===== src/rtl/fwd_track_pipe.sv =====
// Destination-register tracking pipe: carries {rd, we, ld} through DEPTH stages,
// resolves operand forwarding per source and raises a load-use stall.
// Optional statistics counters are enabled by defining FWD_TRACK_STAT_EN.
module fwd_track_pipe #(
  parameter int unsigned DEPTH  = 3,
  parameter int unsigned NSRC   = 2,
  parameter int unsigned DW     = 32,
  parameter int unsigned AW     = 5,
  parameter int unsigned LD_LAT = 1,
  localparam int unsigned SW    = $clog2(DEPTH + 1)
) (
  input  logic                 clk,
  input  logic                 rst,
  input  logic                 pause,
  input  logic                 flush,
  input  logic                 id_valid,
  input  logic [AW-1:0]        id_rd,
  input  logic                 id_we,
  input  logic                 id_ld,
  input  logic [NSRC*AW-1:0]   src_n_i,
  input  logic [NSRC*DW-1:0]   rf_data_i,
  input  logic [DEPTH*DW-1:0]  stg_data_i,
  output logic [NSRC*SW-1:0]   fw_sel_o,
  output logic [NSRC*DW-1:0]   fw_data_o,
  output logic                 stall_o,
  output logic [AW-1:0]        wb_rd_o,
  output logic                 wb_we_o
`ifdef FWD_TRACK_STAT_EN
  ,
  output logic [31:0]          stat_fw_o,
  output logic [31:0]          stat_stall_o
`endif
);

  logic [AW-1:0]    st_rd [DEPTH];
  logic [DEPTH-1:0] st_we;
  logic [DEPTH-1:0] st_ld;
  logic [NSRC-1:0]  hazard;
  logic [NSRC-1:0]  found;
  logic             bubble;

  assign bubble = flush | stall_o | ~id_valid;

  always_ff @(posedge clk or posedge rst) begin
    if (rst) begin
      for (int unsigned k = 0; k < DEPTH; k++) begin
        st_rd[k] <= '0;
      end
      st_we <= '0;
      st_ld <= '0;
    end else if (!pause) begin
      for (int unsigned k = 1; k < DEPTH; k++) begin
        st_rd[k] <= st_rd[k-1];
        st_we[k] <= st_we[k-1];
        st_ld[k] <= st_ld[k-1];
      end
      if (bubble) begin
        st_rd[0] <= '0;
        st_we[0] <= 1'b0;
        st_ld[0] <= 1'b0;
      end else begin
        st_rd[0] <= id_rd;
        st_we[0] <= id_we & (id_rd != '0);
        st_ld[0] <= id_ld;
      end
    end
  end

  // Scan stages youngest-first; the first hit latches and older hits are ignored.
  always_comb begin
    found     = '0;
    hazard    = '0;
    fw_sel_o  = '0;
    fw_data_o = rf_data_i;
    for (int unsigned j = 0; j < NSRC; j++) begin
      for (int unsigned k = 0; k < DEPTH; k++) begin
        if (!found[j] && st_we[k] && (src_n_i[j*AW +: AW] != '0) &&
            (st_rd[k] == src_n_i[j*AW +: AW])) begin
          found[j] = 1'b1;
          if (st_ld[k] && (k < LD_LAT)) begin
            hazard[j] = 1'b1;
          end else begin
            fw_sel_o[j*SW +: SW]  = SW'(k + 1);
            fw_data_o[j*DW +: DW] = stg_data_i[k*DW +: DW];
          end
        end
      end
    end
  end

  assign stall_o = |hazard;
  assign wb_rd_o = st_rd[DEPTH-1];
  assign wb_we_o = st_we[DEPTH-1];

`ifdef FWD_TRACK_STAT_EN
  always_ff @(posedge clk or posedge rst) begin
    if (rst) begin
      stat_fw_o    <= '0;
      stat_stall_o <= '0;
    end else if (!pause) begin
      if ((|fw_sel_o) && !stall_o && (stat_fw_o != '1)) begin
        stat_fw_o <= stat_fw_o + 32'd1;
      end
      if (stall_o && (stat_stall_o != '1)) begin
        stat_stall_o <= stat_stall_o + 32'd1;
      end
    end
  end
`endif

endmodule


===== config.mk =====
export PLATFORM = sky130hd
export DESIGN_NAME = fwd_track_pipe
export DESIGN_NICKNAME = d
export VERILOG_FILES = /design/src/rtl/fwd_track_pipe.sv
export SDC_FILE = /design/constraint.sdc
export NUM_CORES = 1
export LEC_CHECK = 0
export BUFFER_PORTS_ARGS = -buffer_cell sky130_fd_sc_hd__buf_4
export CAP_MARGIN = 20
export CORE_AREA = 2 2 99 101
export DETAILED_ROUTE_END_ITERATION = 8
export DIE_AREA = 0 0 101 103
export PLACE_DENSITY = 0.73
export SYNTH_ARGS = -nofsm -noshare
export SYNTH_HDL_FRONTEND = slang
export SYNTH_SLANG_ARGS = --single-unit

===== constraint.sdc =====
create_clock -name clk -period 1.8 [get_ports clk]
set_input_delay 0.09 -clock clk [delete_from_list [all_inputs] [get_ports clk]]
set_output_delay 0.09 -clock clk [all_outputs]
set_load 0.005 [all_outputs]

==> qor.txt <==
Total chip power = 1.778 mW
Peak VDD IR = 0.4629 mV
CP max-delay cell = or4_4
EDFF count, synth = 0
Critical Path Most Common Cell = buf_4
Worst Hold Launch = id_ld
NetSw = 552.8 uW
Initial antenna violation count = 0
Port Buffers = 256
Routed WL per cell = 20.02 um
Yosys reg bits = 19
R2R Path Start = st_rd[12]
CTS tree = yes
Worst-skew pair later-pin latency = 250 ps
Effective utilization at floorplan = 30.08%
Nets = 813
Hold path depth = 2
Maximum clock rate = 0.4089 GHz
Clock Tree Buf Depth = 2
Mux cell area share after synthesis = 26.87%
Slew @ Worst Pin = 708.0 ps
Max-slew violations = 0
Initial DRC count = 173
Overall global routing resource usage = 22.87%
Final HPWL from detailed placement = 10650 um
Failing checks = negative setup slack
Hold crit path type = in2reg
Area of the multi-input gates = 2545 um2
Setup WS pre-CTS = -404.2 ps
Htree depth = 1
Syn_nets = 510
# DRC = 0
Slew HR = 52.75%
DRT Pass-1 Iters = 5
Worst R2R End = st_rd[12]
Non-Filler Instances = 744
Crit path kind = reg2out
Clk_skew = 8.167 ps
Crit path buffers/inverters = 3
Largest stage delay on the critical path = 510 ps
Final ANT Viol Nets = 0
Syn avg cell area = 8.674 um2
Status = complete, but fails checks
Reg area = 483.0 um2
Worst reg-to-reg setup slack = -60 ps
Seq/Total Area, Yosys = 16.71%
Die width = 101 um
Placed Cells = 721
Register share of total power = 28.7%
Pint = 1.225 mW
I/O pin count = 257
P per Cell Area = 293.0 nW/um2
Global route total overflow = 0
Sw frac = 31.09%
Area contributors post-synth = mux2i_1 (23%), dfrtp_1 (17%), a22oi_1 (17%)
Synth unique cells = 36
Synth area leader = mux2i_1
Crit path max fanout = 21
Utilization after layout = 64.17%
Yosys warns = 0
Commonest register cell after synthesis = dfrtp_1
Final hold violations = 0
Clk pwr share = 16.3%
Vias = 4170
Fin crit period = 2446 ps
Final critical-path share of the clock period = 135.9%
Most frequent cell after synthesis = mux2i_1
Gate power share = 55.0%
Crit path required time = 1710 ps
Largest net degree at the start of global routing = 22
Root Driver = clkbuf_8
Leak = 2.551 nW
Post-Syn Instances = 328
Top cells by count, synth = mux2i_1 (64), a22oi_1 (63), o21ai_0 (58)
Mapped cell area = 2845 um2
Core footprint = 9459 um2
# rows = 36
Layout cell share with drive strength beyond 1 = 67.94%
Die Area = 10400 um2
Via/cell ratio = 5.605
Number of buffers created by CTS = 3
TritonCTS Sinks = 19
Max-Cap Viols = 0
WP data arrival = 2360 ps
Synth Area in XOR/XNOR = 8.927%
N_diodes = 0
Setup crit start kind = register
Share of the synthesized area in the top cell type = 22.52%
Fin worst setup slack = -645.6 ps
Filler instances = 738
Gpl congestion = 0.9150
Hold endpoint = st_ld[0]
RSZ-0062 raised after global routing = yes
Vias in the first global route = 3947
Post-Synth Adder-Cell Area = 0%
Die H = 103 um
Top cell family by delay on the critical path = simple AND/OR/NAND/NOR gates
Global-route wire length before repair = 19000 um
Simple-gate share of the synthesized area = 8.047%
Compound-cell area share of the yosys netlist = 32.06%
Final setup viols = 74
Reg clk slew, reported paths = 60 ps
Async set or reset register ratio after synthesis = 100.0%
Worst r2r path cells = 9
Drt total wl = 14900 um
Main combinational cell family by area after synthesis = compound AO/OA/AOI/OAI gates
Critical Path Sink Type = output port
Crit-path cells = buf_4, xor2_1, or4_4, nor3b_4, buf_12, a22oi_1, o21ai_1, buf_4
Layout area overhead = 113.3%
[power by group through the flow]
stage | Clock, mW | Sequential, mW | Combinational (mW)
global placement | 0 | 0.506 | 0.871
finish | 0.291 | 0.510 | 0.978
global route | 0.315 | 0.513 | 1.04
detailed placement | 0 | 0.508 | 0.890
floorplan | 0 | 0.499 | 0.272
CTS | 0.294 | 0.503 | 0.912
[flip-flops by register name (all words and copies together) (netlist names)]
name / cells
st_ld: 1
st_rd: 10
st_we: 3
wb_rd_o: 5
[worst max path at each step]
| stage | slack (ps) | endpoint | cells past startpoint | start |
|---|---|---|---|---|
| after floorplan | -40 | fw_data_o[36] | 7 | wb_rd_o[3] |
| after global placement | -360 | fw_data_o[0] | 8 | wb_rd_o[4] |
| after detailed placement | -400 | fw_data_o[0] | 8 | wb_rd_o[4] |
| after CTS | -640 | fw_data_o[0] | 8 | wb_rd_o[4] |
| after global routing | -760 | fw_data_o[60] | 8 | st_rd[8] |
| final | -650 | fw_data_o[60] | 8 | st_rd[7] |
[routing by layer]
layer | vias to the layer above | GRT usage [%] | wire length (um)
met3 | 45 | 2.983 | 1031
met1 | 1994 | 28.61 | 5839
met5 | - | 0 | 0
met2 | 242 | 40.31 | 7589
li1 | 1889 | - | -
met4 | 0 | 8.420 | 436
[cell families (layout without fill, tap and decap cells)]
family | Yosys count | in the layout
compound gates | 140 | 140
xor+xnor | 29 | 29
buf+inv | 34 | 336
flops | 19 | 19
mux | 75 | 75
simple gates | 31 | 31
[what timing repair did]
action | CTS | global route
gates resized for setup | 24 | 89
buffers inserted | 2 | 6
pin swaps | 9 | 30
cloned | 0 | 10
endpoints found under the hold margin | 19 | 0
hold buffers | 1 | 0
endpoints found under the setup margin | 76 | 76
[stage by stage]
step	TNS (ps)	hold WS, ps	cell area, um2
6_report	-39480	52.58	6070
5_1_grt	-45510	48.95	6070
3_5_place_dp	-22340	252.1	5320
3_3_place_gp	-18860	242.5	5320
2_1_floorplan	-2203	41.13	2889
4_1_cts	-38610	52.02	5479
[layout by cell type (no fill, tap or decap), drive strengths merged, types with 3 or more instances in the layout]
cell type | netlist | final
a22o | 6 | 6
a22oi | 63 | 63
buf | 26 | 321
clkbuf | 6 | 12
dfrtp | 19 | 19
mux2 | 11 | 11
mux2i | 64 | 64
nand4 | 5 | 5
nor2 | 7 | 7
nor3 | 3 | 3
o21ai | 64 | 64
or4 | 6 | 6
xnor2 | 21 | 21
xor2 | 8 | 8
[layout make-up]
class	instances	area share (%)
clock buffer	4	0.7421
inverter	2	0.1237
multi-input combinational	275	41.93
sequential	19	7.957
tap	114	2.350
timing repair buffer	330	46.90
(Power assumes the default switching activity.)
